$ cat config.mk
export PLATFORM = sky130hd
export DESIGN_NAME = aesl_deadlock_trace_recorder_flat
export DESIGN_NICKNAME = d
export VERILOG_FILES = /design/src/rtl/aesl_deadlock_trace_recorder_pkg.sv /design/src/rtl/aesl_deadlock_trace_recorder_if.sv /design/src/rtl/aesl_trace_fifo.sv /design/src/rtl/aesl_deadlock_trace_recorder.sv /design/src/flat_wrapper.sv
export SDC_FILE = /design/constraint.sdc
export NUM_CORES = 1
export LEC_CHECK = 0
export CAP_MARGIN = 20
export CORE_ASPECT_RATIO = 0.8
export CORE_MARGIN = 2
export CORE_UTILIZATION = 47
export CTS_CLUSTER_SIZE = 40
export DETAILED_ROUTE_END_ITERATION = 8
export GPL_TIMING_DRIVEN = 0
export PLACE_DENSITY_LB_ADDON = 0.1
export SYNTH_ARGS = -nofsm -noshare
export SYNTH_HDL_FRONTEND = slang
export SYNTH_SLANG_ARGS = --single-unit
$ cat constraint.sdc
create_clock -name clock -period 7.63 [get_ports clock]
set_input_delay 1.9075 -clock clock [delete_from_list [all_inputs] [get_ports clock]]
set_output_delay 1.9075 -clock clock [all_outputs]
set_load 0.02 [all_outputs]
$ cat src/rtl/aesl_deadlock_trace_recorder_pkg.sv
// Shared types for the deadlock trace recorder: record kinds, FSM states
// and the trace record layout at the default widths.
package aesl_deadlock_pkg;

    localparam int DEF_PROC_NUM = 4;
    localparam int DEF_TS_W     = 32;

    localparam logic [1:0] KIND_TRANSIENT = 2'b01;
    localparam logic [1:0] KIND_CONFIRMED = 2'b10;
    localparam logic [1:0] KIND_CLEARED   = 2'b11;

    typedef enum logic [1:0] {
        IDLE,
        ARM,
        CONFIRM,
        DONE
    } dl_state_t;

    typedef struct packed {
        logic [1:0]              kind;
        logic [DEF_TS_W-1:0]     ts;
        logic [DEF_PROC_NUM-1:0] origin;
        logic [DEF_PROC_NUM-1:0] blk;
    } trace_rec_t;

endpackage

$ cat src/rtl/aesl_deadlock_trace_recorder_if.sv
// Bundle between the deadlock report stage / trace reader and the recorder.
interface aesl_deadlock_trace_recorder_if #(
    parameter int PROC_NUM = 4,
    parameter int TS_W     = 32
);
    logic                dl_detect_in;
    logic [PROC_NUM-1:0] origin;
    logic                token_clear;
    logic [PROC_NUM-1:0] proc_blk_vec;
    logic                all_finish;
    logic                rd_en;
    logic                rec_valid;
    logic [1:0]          rec_kind;
    logic [TS_W-1:0]     rec_ts;
    logic [PROC_NUM-1:0] rec_origin;
    logic [PROC_NUM-1:0] rec_blk;
    logic                dl_confirmed;
    logic                overflow;
    logic [7:0]          drop_cnt;

    modport master (
        output dl_detect_in, origin, token_clear, proc_blk_vec, all_finish, rd_en,
        input  rec_valid, rec_kind, rec_ts, rec_origin, rec_blk,
               dl_confirmed, overflow, drop_cnt
    );

    modport slave (
        input  dl_detect_in, origin, token_clear, proc_blk_vec, all_finish, rd_en,
        output rec_valid, rec_kind, rec_ts, rec_origin, rec_blk,
               dl_confirmed, overflow, drop_cnt
    );
endinterface

$ cat src/rtl/aesl_trace_fifo.sv
// Show-ahead synchronous FIFO; a write on a full FIFO is accepted only when
// a pop happens on the same edge. Head data reads as zero while empty.
module aesl_trace_fifo #(
    parameter int W     = 8,
    parameter int DEPTH = 8
) (
    input  logic         clock,
    input  logic         reset,
    input  logic         wr_en,
    input  logic [W-1:0] wr_data,
    input  logic         rd_en,
    output logic [W-1:0] rd_data,
    output logic         full,
    output logic         empty
);
    localparam int AW = $clog2(DEPTH);
    localparam logic [AW:0] FULL_CNT = (AW+1)'(DEPTH);

    logic [W-1:0]  mem [DEPTH];
    logic [AW-1:0] wr_ptr;
    logic [AW-1:0] rd_ptr;
    logic [AW:0]   count;
    logic          push;
    logic          pop;

    assign empty   = (count == '0);
    assign full    = (count == FULL_CNT);
    assign pop     = rd_en && !empty;
    assign push    = wr_en && (!full || pop);
    assign rd_data = empty ? '0 : mem[rd_ptr];

    always_ff @(posedge clock or negedge reset) begin
        if (!reset) begin
            wr_ptr <= '0;
            rd_ptr <= '0;
            count  <= '0;
        end else begin
            if (push) wr_ptr <= wr_ptr + 1'b1;
            if (pop)  rd_ptr <= rd_ptr + 1'b1;
            case ({push, pop})
                2'b10:   count <= count + 1'b1;
                2'b01:   count <= count - 1'b1;
                default: ;
            endcase
        end
    end

    always_ff @(posedge clock) begin
        if (push) mem[wr_ptr] <= wr_data;
    end
endmodule

$ cat src/rtl/aesl_deadlock_trace_recorder.sv
// Qualifies deadlock indications as transient or confirmed, timestamps each
// qualified event and queues the trace records for the testbench to drain.
module aesl_deadlock_trace_recorder
    import aesl_deadlock_pkg::*;
#(
    parameter int PROC_NUM   = DEF_PROC_NUM,
    parameter int DEPTH      = 8,
    parameter int TS_W       = DEF_TS_W,
    parameter int STABLE_CYC = 16
) (
    input logic clock,
    input logic reset,
    aesl_deadlock_trace_recorder_if.slave bus
);
    typedef struct packed {
        logic [1:0]          kind;
        logic [TS_W-1:0]     ts;
        logic [PROC_NUM-1:0] origin;
        logic [PROC_NUM-1:0] blk;
    } rec_t;

    localparam int CW = $clog2(STABLE_CYC);
    localparam logic [CW-1:0] STAB_LAST = CW'(STABLE_CYC - 1);

    dl_state_t     state;
    logic [CW-1:0] stab_cnt;
    logic [TS_W-1:0] ts_now;
    rec_t          pending;
    rec_t          wr_rec;
    rec_t          head;
    logic          wr_en;
    logic          full;
    logic          empty;
    logic          pop;
    logic          dropped;
    logic          confirmed;
    logic          overflow;
    logic [7:0]    drop_cnt;

    assign pop     = bus.rd_en && !empty;
    assign dropped = wr_en && full && !pop;

    // The record leaving ARM keeps the rise-time snapshot; CLEARED snapshots now.
    always_comb begin
        wr_en  = 1'b0;
        wr_rec = pending;
        if (!bus.all_finish) begin
            case (state)
                ARM: begin
                    if (!bus.dl_detect_in) begin
                        wr_en       = 1'b1;
                        wr_rec.kind = KIND_TRANSIENT;
                    end else if (stab_cnt == STAB_LAST) begin
                        wr_en       = 1'b1;
                        wr_rec.kind = KIND_CONFIRMED;
                    end
                end
                CONFIRM: begin
                    if (!bus.dl_detect_in || bus.token_clear) begin
                        wr_en  = 1'b1;
                        wr_rec = '{kind: KIND_CLEARED, ts: ts_now,
                                   origin: bus.origin, blk: bus.proc_blk_vec};
                    end
                end
                default: ;
            endcase
        end
    end

    always_ff @(posedge clock or negedge reset) begin
        if (!reset) begin
            state     <= IDLE;
            stab_cnt  <= '0;
            pending   <= '0;
            confirmed <= 1'b0;
        end else if (bus.all_finish) begin
            state     <= DONE;
            confirmed <= 1'b0;
        end else begin
            case (state)
                IDLE: begin
                    if (bus.dl_detect_in) begin
                        state    <= ARM;
                        stab_cnt <= CW'(1);
                        pending  <= '{kind: 2'b00, ts: ts_now,
                                      origin: bus.origin, blk: bus.proc_blk_vec};
                    end
                end
                ARM: begin
                    if (!bus.dl_detect_in) begin
                        state <= IDLE;
                    end else if (stab_cnt == STAB_LAST) begin
                        state     <= CONFIRM;
                        confirmed <= 1'b1;
                    end else begin
                        stab_cnt <= stab_cnt + 1'b1;
                    end
                end
                CONFIRM: begin
                    if (!bus.dl_detect_in || bus.token_clear) begin
                        state     <= IDLE;
                        confirmed <= 1'b0;
                    end
                end
                default: ;
            endcase
        end
    end

    // Free-running timestamp that sticks at all-ones instead of wrapping.
    always_ff @(posedge clock or negedge reset) begin
        if (!reset) begin
            ts_now <= '0;
        end else if (ts_now != '1) begin
            ts_now <= ts_now + 1'b1;
        end
    end

    always_ff @(posedge clock or negedge reset) begin
        if (!reset) begin
            overflow <= 1'b0;
            drop_cnt <= '0;
        end else if (dropped) begin
            overflow <= 1'b1;
            if (drop_cnt != 8'hFF) drop_cnt <= drop_cnt + 1'b1;
        end
    end

    aesl_trace_fifo #(
        .W     ($bits(rec_t)),
        .DEPTH (DEPTH)
    ) u_fifo (
        .clock   (clock),
        .reset   (reset),
        .wr_en   (wr_en),
        .wr_data (wr_rec),
        .rd_en   (bus.rd_en),
        .rd_data (head),
        .full    (full),
        .empty   (empty)
    );

    assign bus.rec_valid    = !empty;
    assign bus.rec_kind     = head.kind;
    assign bus.rec_ts       = head.ts;
    assign bus.rec_origin   = head.origin;
    assign bus.rec_blk      = head.blk;
    assign bus.dl_confirmed = confirmed;
    assign bus.overflow     = overflow;
    assign bus.drop_cnt     = drop_cnt;
endmodule

$ cat src/flat_wrapper.sv
// flat-port wrapper written by rule: the top's interface ports become plain ports
module aesl_deadlock_trace_recorder_flat import aesl_deadlock_pkg::*;
#(
    parameter int PROC_NUM   = DEF_PROC_NUM,
    parameter int DEPTH      = 8,
    parameter int TS_W       = DEF_TS_W,
    parameter int STABLE_CYC = 16
)
  (clock, reset, bus_dl_detect_in, bus_origin, bus_token_clear, bus_proc_blk_vec, bus_all_finish, bus_rd_en, bus_rec_valid, bus_rec_kind, bus_rec_ts, bus_rec_origin, bus_rec_blk, bus_dl_confirmed, bus_overflow, bus_drop_cnt);
  aesl_deadlock_trace_recorder_if #(.PROC_NUM(PROC_NUM), .TS_W(TS_W)) bus_i ();
  input logic clock;
  input logic reset;
  input wire logic [$bits(bus_i.dl_detect_in)-1:0] bus_dl_detect_in;
  input wire logic [$bits(bus_i.origin)-1:0] bus_origin;
  input wire logic [$bits(bus_i.token_clear)-1:0] bus_token_clear;
  input wire logic [$bits(bus_i.proc_blk_vec)-1:0] bus_proc_blk_vec;
  input wire logic [$bits(bus_i.all_finish)-1:0] bus_all_finish;
  input wire logic [$bits(bus_i.rd_en)-1:0] bus_rd_en;
  output wire logic [$bits(bus_i.rec_valid)-1:0] bus_rec_valid;
  output wire logic [$bits(bus_i.rec_kind)-1:0] bus_rec_kind;
  output wire logic [$bits(bus_i.rec_ts)-1:0] bus_rec_ts;
  output wire logic [$bits(bus_i.rec_origin)-1:0] bus_rec_origin;
  output wire logic [$bits(bus_i.rec_blk)-1:0] bus_rec_blk;
  output wire logic [$bits(bus_i.dl_confirmed)-1:0] bus_dl_confirmed;
  output wire logic [$bits(bus_i.overflow)-1:0] bus_overflow;
  output wire logic [$bits(bus_i.drop_cnt)-1:0] bus_drop_cnt;
  assign bus_i.dl_detect_in = bus_dl_detect_in;
  assign bus_i.origin = bus_origin;
  assign bus_i.token_clear = bus_token_clear;
  assign bus_i.proc_blk_vec = bus_proc_blk_vec;
  assign bus_i.all_finish = bus_all_finish;
  assign bus_i.rd_en = bus_rd_en;
  assign bus_rec_valid = bus_i.rec_valid;
  assign bus_rec_kind = bus_i.rec_kind;
  assign bus_rec_ts = bus_i.rec_ts;
  assign bus_rec_origin = bus_i.rec_origin;
  assign bus_rec_blk = bus_i.rec_blk;
  assign bus_dl_confirmed = bus_i.dl_confirmed;
  assign bus_overflow = bus_i.overflow;
  assign bus_drop_cnt = bus_i.drop_cnt;
  aesl_deadlock_trace_recorder #(.PROC_NUM(PROC_NUM), .DEPTH(DEPTH), .TS_W(TS_W), .STABLE_CYC(STABLE_CYC)) u_core (.clock(clock), .reset(reset), .bus(bus_i));
endmodule
### Yosys cells after proc, flatten, opt, wreduce, memory -nomap -nowiden

Memories as Yosys holds them, arrays and structs flattened.
Index checks and enable logic that the tools add are counted.

| cells by class | value |
|---|---|
| reduce and logical (&&, ||, !) cells | 21 |
| bitwise operators | 1 |
| add/subtract/negate cells | 7 |
| mux-type cells | 30 |
| equality and inequality tests | 16 |

Operator list:

| cell | number |
|---|---|
| 42-bit two-way mux | 3 |
| 40-bit two-way mux | 1 |
| 32-bit by 1-bit adder with 32-bit output (second input constant) | 1 |
| 32-bit != test (second input constant) | 1 |
| 4-bit one-hot mux with 2 select lines | 2 |
| 2-bit two-way mux | 7 |
| 4-bit two-way mux | 3 |
| 1-bit two-way mux | 10 |
| 4-bit by 1-bit adder with 4-bit output (second input constant) | 2 |
| 8-bit by 1-bit adder with 8-bit output (second input constant) | 1 |
| 4-bit equality test (second input constant) | 2 |
| 8-bit != test (second input constant) | 1 |
| 4-bit AND reduction | 2 |
| 3-bit by 1-bit adder with 3-bit output (second input constant) | 2 |
| 2-bit != test (second input constant) | 3 |
| 3-bit by 2-bit != test with 1-bit output (second input constant) | 2 |
| 3-bit != test (second input constant) | 2 |
| 2-bit one-hot mux with 3 select lines | 1 |
| 5-bit AND reduction | 1 |
| 2-bit by 1-bit equality test with 1-bit output (second input constant) | 2 |
| 2-bit equality test (second input constant) | 2 |
| 1-bit logical AND | 4 |
| 1-bit zero test | 4 |
| 4-bit zero test | 1 |
| other kinds (12) | 15 |

| word-level totals | value |
|---|---|
| output and inout port bits | 53 |
| bits in writable memories | 336 |
| memories | 1 |
| input port bits | 14 |
| register bits after elaboration | 98 |

Memories:

| memory | depth | bits a word | rd ports | clocked after memory_dff | wr ports | line | RTL |
|---|---|---|---|---|---|---|---|
| u_core.u_fifo.mem | 8 | 42 | 1 | 0 | 1 | aesl_trace_fifo.sv:19 | `logic [W-1:0] mem [DEPTH];` |

### Longest topological paths before layout

Gate-level depths: netlist (run 1).

| depth | value |
|---|---|
| depth in word-level cells | 8 |
| mapped depth | 11 |

### Cells and area by module

Synthesis (run 1) repeated with hierarchy kept, for this count alone.

| unflattened totals | value |
|---|---|
| cells, all modules | 982 |
| area, all modules | 17893.4 µm² |

Modules (own cells, without submodules):

| module | area each (µm²) | cells each | seq. area each (µm²) | instances |
|---|---|---|---|---|
| aesl_trace_fifo | 13386.6 | 598 | 10339.9 | 1 |
| aesl_deadlock_trace_recorder | 4506.8 | 384 | 2202.1 | 1 |

### Worst setup path after synthesis (run 1)

No wires, ideal clock.

| timing | value |
|---|---|
| kind | input to register |
| start | input port bus_dl_detect_in |
| end | memory u_core.u_fifo.mem[0][0] in the netlist's numbering (enable) |
| path slack | 432 ps |
| arrival | 6652 ps |
| data required time | 7084 ps |
| library setup time | 546 ps |
| path buffers | 1 |
| cell stages on the path | 5 |
| path through | o21bai_1 -> a31o_2 -> nand2b_1 -> clkbuf_1 -> nor4_1 |

| between the ends | value |
|---|---|
| cells in the longest elaborated chain, start to end | 8 |

RTL lines:

| what | line | RTL |
|---|---|---|
| from (decl) | flat_wrapper.sv:13 | `input wire logic [$bits(bus_i.dl_detect_in)-1:0] bus_dl_detect_in;` |
| 1-bit zero test | - |  |
| 1-bit logical OR | aesl_deadlock_trace_recorder.sv:59 | `if (!bus.dl_detect_in \|\| bus.token_clear) begin` |
| 1-bit two-way mux | aesl_deadlock_trace_recorder.sv:59 |  |
| 1-bit one-hot mux with 2 select lines * | aesl_deadlock_trace_recorder.sv:48 | `case (state)` |
| 1-bit two-way mux * | aesl_deadlock_trace_recorder.sv:47 | `if (!bus.all_finish) begin` |
| 1-bit logical AND * | aesl_trace_fifo.sv:29 | `assign push = wr_en && (!full \|\| pop);` |
| 1-bit two-way mux * | aesl_trace_fifo.sv:49 | `if (push) mem[wr_ptr] <= wr_data;` |
| 1-bit two-way mux (not written as such) * | aesl_trace_fifo.sv:49 |  |
| to (decl) | aesl_trace_fifo.sv:19 |  |

Mark *: on every way between the ends. The rest lies on a longest branch, timed or not.

### Worst setup path in the final report (run 1)

| timing | value |
|---|---|
| start | register u_core.u_fifo.rd_ptr[0] |
| end | output port bus_rec_ts[22] |

| between the ends | value |
|---|---|
| cells in the longest elaborated chain, start to end | 2 |

RTL lines:

| what | line | RTL |
|---|---|---|
| from (decl) | aesl_trace_fifo.sv:21 | `logic [AW-1:0] rd_ptr;` |
| from (signal assigned) | aesl_trace_fifo.sv:39 | `if (pop) rd_ptr <= rd_ptr + 1'b1;` |
| memory 8 x 42 bit | - |  |
| 42-bit two-way mux | aesl_trace_fifo.sv:30 | `assign rd_data = empty ? '0 : mem[rd_ptr];` |
| to (decl) | flat_wrapper.sv:21 | `output wire logic [$bits(bus_i.rec_ts)-1:0] bus_rec_ts;` |

No other way between the ends.

==> reports/results.txt, run 1 <==
Max-slew violations: 0
Fin nets: 1161
Pre-CTS WS: 2.43 ns
Top delay family on crit path: buffers and inverters
Post-DP HPWL: 24.8 mm
Count of hold buffers inserted by post-cts repair: 0
Pin count of the biggest net entering global routing: 69
Worst setup path startpoint: u_core.u_fifo.rd_ptr[0]
Critical path type: reg -> out
Worst Reg-to-Reg Cells: 10
Primary FF master, synth: edfxtp_1
Worst EP required: 5.72 ns
Final period util: 74.3%
Reg2reg end: u_core.u_fifo.mem[0][18]
RSZ-0062 raised after global routing: false
CP cell instances: clkbuf_1 > buf_2 > buf_1 > mux4_2 > mux2i_1 > nor2_1 > clkdlybuf4s50_1
H-Tree Depth: 2
Final setup viols: 0
Crit. path cell count: 7
Die Span Y: 177 µm
WL/cell: 22.6 µm
Syn-to-layout area delta: 18.4%
Syn Nets: 1007
Layout Utilization: 56.5%
Run status: completed
Most common cell after layout, fill and taps aside: edfxtp_1
Final-report hold violation count: 0
Post-Syn Area per Cell: 18.0 µm²
Placed instance count: 1574
EDFF count, synth: 336
Vias in the first global route: 9297
CP arrival: 3.76 ns
Total CTS buffers: 44
CP Capture Point: bus_rec_ts[22]
Synthesized flop and latch total: 434
Flop2flop setup slack: 4.37 ns
Row count: 63
First-pass GRT wire length: 57.5 mm
Post-synthesis sequential area ratio: 70.9%
Drt total wl: 37.5 mm
Chip width: 221 µm
# Post-CTS Setup Buffers: 0
GRT overflow: 0
PostCTS Resize Cnt: 0
Leak Pwr: 7.40 nW
Layout Skew: 0.0179 ns
Commonest cells after routing, fill and taps aside: edfxtp_1, dfrtp_1, mux4_2
Fin cells: 1657
R2r startpoint: u_core.state[0]
Cell area after layout: 20900 µm²
Overall Power: 6.92 mW
Clock sinks: 434
Worst-margin pin slew: 0.998 ns
Inserted Diodes: 0
Minimum clock period: 5.67 ns
DR iter-0 viols: 746
CTS root buf: clkbuf_16
Vias/cell: 5.54
Max IR drop VDD: 0.240 mV
Mapped Area: 17700 µm²
Ys async rst share: 22.6%
First drt pass iteration count: 5
Clk_lat worst skew: 0.54 ns
Worst path slowest cell: buf_1
Slew headroom: 33.1%
Fillers: 2829
CP peak stage delay: 0.77 ns
Critical path buffers and inverters: 4
GPL Wtd Cong: 0.761
Layout cell share with drive strength beyond 1: 25.2%
Dpl cell area: 19500 µm²
Fin Setup TNS: 0 ns
Cell Pwr Density: 330 nW/µm²
Startpoint Class: flop
Die area: 39200 µm²
Clock tree buffer depth: 3
Initial antenna violation count: 0
Core area: 37000 µm²
Initial Util: 47.7%
CTS tree: yes
Number of nets with antenna violations after detailed routing: 0
Fin Hold WS: 0.467 ns
DRC Markers: 0
Setup slack after layout: 1.96 ns
Clock transition at the registers of the reported paths: 0.06 ns
Yosys warnings: 0
Tot GR Track Use: 19.5%
Critical path fanouts, max: 10
Port Buffers: 66
Distinct cells, synth: 50
Mapped Cells: 982
Via count: 9177
# IOs: 67
Max_cap viols: 0
Hold/Removal Path Class: reg -> reg
Critical Path End Type: output port
Fmax achieved: 176 MHz
-- sequential cells by signal, indices dropped and copies added, names as in the netlist --
register / count
u_core.u_fifo.mem: 336
u_core.pending: 40
u_core.ts_now: 32
u_core.bus.drop_cnt: 8
u_core.stab_cnt: 4
u_core.u_fifo.count: 4
u_core.u_fifo.rd_ptr: 3
u_core.u_fifo.wr_ptr: 3
u_core.state: 2
u_core.bus.dl_confirmed: 1
u_core.bus.overflow: 1
-- cell usage after synthesis, types with 2 or more instances --
master	n	area, µm²
edfxtp_1	336	10100
dfrtp_1	98	2450
mux4_2	84	1890
mux2_2	80	901
nor2_1	68	255
mux2i_1	44	440
nand2_1	33	124
clkbuf_1	28	105
nand3_1	24	120
xnor2_1	19	166
a21oi_1	15	75.1
o21ai_0	15	75.1
inv_1	14	52.6
nor3_1	14	70.1
xor2_1	13	114
nand4_1	12	75.1
ha_1	10	125
nand2b_1	7	43.8
buf_1	6	22.5
and3_1	5	31.3
buf_2	5	25.0
a31oi_1	4	25.0
nor2b_1	4	25.0
and2_1	3	18.8
nor4_1	3	18.8
o21a_1	3	22.5
o31ai_1	3	22.5
or2_2	3	18.8
a22oi_1	2	15.0
and4_1	2	17.5
buf_6	2	22.5
nor3b_1	2	15.0
o211ai_1	2	15.0
o311ai_0	2	17.5
or3_1	2	12.5
-- worst register-to-register path: cells and delay by family, from the launching register on --
family | cells | cell delay [ns]
AOI/OAI and AO/OA | 2 | 0.41
adders and majority gates | 1 | 0.29
buffers and inverters | 5 | 0.97
DFF | 1 | 0.40
and+or+nand+nor | 2 | 0.88
-- how the worst min path moves through the flow --
stage | cells past startpoint | from | end | slack [ns]
6_report | 1 | u_core.bus.overflow | u_core.bus.overflow | 0.47
5_1_grt | 1 | u_core.bus.overflow | u_core.bus.overflow | 0.49
4_1_cts | 1 | u_core.bus.overflow | u_core.bus.overflow | 0.47
3_5_place_dp | 1 | u_core.bus.overflow | u_core.bus.overflow | 0.46
3_3_place_gp | 1 | u_core.bus.overflow | u_core.bus.overflow | 0.45
2_1_floorplan | 2 | u_core.pending[22] | u_core.pending[22] | 0.45
-- area by class of cell --
cell class                      count  area, µm²  share of cell area [%]
Clock inverter                     11       80.1                   0.382
Buffer                             41        175                   0.836
Tap cell                          487        609                    2.91
Sequential cell                   434      12500                    59.9
Multi-Input combinational cell    493       4960                    23.7
Timing Repair Buffer              108       1210                    5.77
Inverter                           14       52.6                   0.251
Clock buffer                       69       1320                    6.29
-- report_power, final --
group,switching (mW),internal [mW],total (mW)
Clock,0.853,1.21,2.07
Sequential,0.0706,2.72,2.79
Combinational,1.11,0.949,2.06
-- kinds of logic after synthesis --
group           after synthesis  synth area share (%)
buf+inv                      55                  1.29
compound gates               53                  1.85
mux                         209                  18.4
xor+xnor                     32                  1.59
fa+ha+maj                    11                 0.821
simple gates                188                  5.15
flops                       434                  70.9
-- metal layers --
layer	share of wire [%]	GRT usage [%]
met1	49	29.7
met2	45	30.3
met3	3.9	2.68
met4	1.7	4.42
met5	0	0
Note: power is estimated with default switching activity, not from simulation.
==> run 2: changes to the inputs <==
==> constraint.sdc (replaced) <==
create_clock -name clock -period 4.6 [get_ports clock]
set_input_delay 1.15 -clock clock [delete_from_list [all_inputs] [get_ports clock]]
set_output_delay 1.15 -clock clock [all_outputs]
set_load 0.02 [all_outputs]
==> run 2 against run 1 <==
Combinational power grew 67%. Critical path depth is 1 lower. Clock skew down 0.0010 ns. Routed wire length is 0.57% lower. Clock power rose by 64%. Sequential power is 66% higher. Non-clock buffer count shrank 9. Setup slack lost 1.8 ns. Via count is 0.65% lower. Clock-buffer cell count fell by 9. Critical path type unchanged. Largest power group unchanged.
==> reports/results.txt, run 2 (same netlist as run 1, synthesis figures left out) <==
Run status: completed
Syn-to-layout area delta: 18.3%
Port Buffers: 66
WHS Endpoint: u_core.bus.overflow
First-pass GRT wire length: 57.8 mm
CTS root buf: clkbuf_16
Clock transition at the registers of the reported paths: 0.06 ns
Hold/Removal Path Class: reg -> reg
Most common cell after layout, fill and taps aside: edfxtp_1
Drt total wl: 37.3 mm
Die area: 39200 µm²
Initial antenna violation count: 0
Slew headroom: 33.2%
Max_cap viols: 0
Fin Setup TNS: 0 ns
Cell Pwr Density: 549 nW/µm²
Max-slew violations: 0
Final-report hold violation count: 0
Max IR drop VDD: 0.444 mV
WL/cell: 22.6 µm
Initial Util: 47.7%
First drt pass iteration count: 5
Via count: 9117
# IOs: 67
Layout cell share with drive strength beyond 1: 24.8%
Clk_lat worst skew: 0.55 ns
H-Tree Depth: 2
Worst setup path startpoint: u_core.u_fifo.rd_ptr[1]
Setup slack after layout: 0.163 ns
CP arrival: 3.29 ns
DRC Markers: 0
Worst Reg-to-Reg Cells: 10
Reg2reg end: u_core.u_fifo.mem[2][15]
Flop2flop setup slack: 1.29 ns
Number of nets with antenna violations after detailed routing: 0
Total CTS buffers: 43
Chip width: 221 µm
Clock tree buffer depth: 3
Critical path type: reg -> out
Startpoint Class: flop
Pre-CTS WS: 0.209 ns
Max reg flops: 336
Worst EP required: 3.45 ns
Post-DP HPWL: 24.1 mm
DR iter-0 viols: 693
Critical path fanouts, max: 10
Layout Skew: 0.0169 ns
Count of hold buffers inserted by post-cts repair: 0
GPL Wtd Cong: 0.796
Die Span Y: 177 µm
Hold_sp: u_core.bus.overflow
Final setup viols: 0
Vias in the first global route: 9377
Overall Power: 11.5 mW
Core area: 37000 µm²
Minimum clock period: 4.44 ns
Fin nets: 1151
Row count: 63
Hold Path Stages: 1
CTS tree: yes
Clock sinks: 434
Inserted Diodes: 0
Fmax achieved: 225 MHz
Commonest cells after routing, fill and taps aside: edfxtp_1, dfrtp_1, mux4_2
Final period util: 96.5%
Pin count of the biggest net entering global routing: 69
Worst-margin pin slew: 1.00 ns
Biggest register: u_core.u_fifo.mem
RSZ-0062 raised after global routing: false
R2r startpoint: u_core.state[0]
Largest registers: u_core.u_fifo.mem: 336 flops, u_core.pending: 40 flops, u_core.ts_now: 32 flops
GRT overflow: 0
Vias/cell: 5.54
Critical Path End Type: output port
Tot GR Track Use: 19.7%
Leak Pwr: 7.37 nW
[run 2: changes by cell type in the layout (fill, tap and decap cells not counted), moves of 3 or more]
cell and change:
clkbuf_8 -8, buf_4 -7, clkinv_1 +4, clkbuf_4 +5
buf_6 -3, buf_2 -5, clkbuf_1 -7, clkbuf_2 +6
buf_12 +3
[run 2: cell type report]
type	count	area (µm²)
flip-flops and latches	434	12500
multi-input cells	493	4970
fillers	2910	16100
clock buffers	60	1200
inverters	14	52.6
well taps	487	609
repair buffers	99	1170
clock inverters	18	160
plain buffers	41	205
[run 2: critical path: stages (launching register included)]
cell and delay (ns):
dfrtp_1 0.48, clkbuf_2 0.41, buf_1 0.62, mux4_2 0.43
mux2i_1 0.19, nor2_1 0.06, clkdlybuf4s50_1 0.55
[run 2: routing by layer]
metal  vias to the layer above  GRT usage (%)  part of all wire (%)
met4                         0           5.40                   2.0
li1                       4158              -                     -
met2                       175           30.8                    46
met1                      4736           29.2                    48
met3                        48           3.11                   4.0
met5                         -              0                     0
[run 2: metrics by stage]
stage	hold slack [ns]	utilization [%]	cells	cell area, µm²
detailed placement	0.452	52.7	1567	19500
CTS	0.466	56.4	1645	20900
global route	0.494	56.5	1646	20900
floorplan	0.450	-	982	17700
finish	0.465	56.5	1646	20900
global placement	0.449	51.2	1535	19000
[run 2: repair_timing]
action / 4_1_cts / 5_1_grt
gates resized for setup: 10 / 8
cloned: 0 / 0
buffers inserted: 0 / 0
setup endpoints to repair: 42 / 38
[run 2: worst max-delay path by stage]
stage / to / slack, ns / cells after the start
floorplan: u_core.u_fifo.mem[4][0] / -0.74 / 5
global placement: u_core.u_fifo.mem[6][23] / -5.10 / 6
detailed placement: bus_rec_ts[21] / 0.21 / 7
CTS: bus_rec_blk[3] / -0.009 / 7
global route: bus_rec_blk[3] / 0.02 / 7
finish: bus_rec_ts[9] / 0.16 / 6
[run 2: where the power goes]
group	switching (mW)	total [mW]	internal (mW)
logic	1.85	3.45	1.59
clock network	1.41	3.40	1.99
registers	0.120	4.63	4.51
total	3.39	11.5	8.09
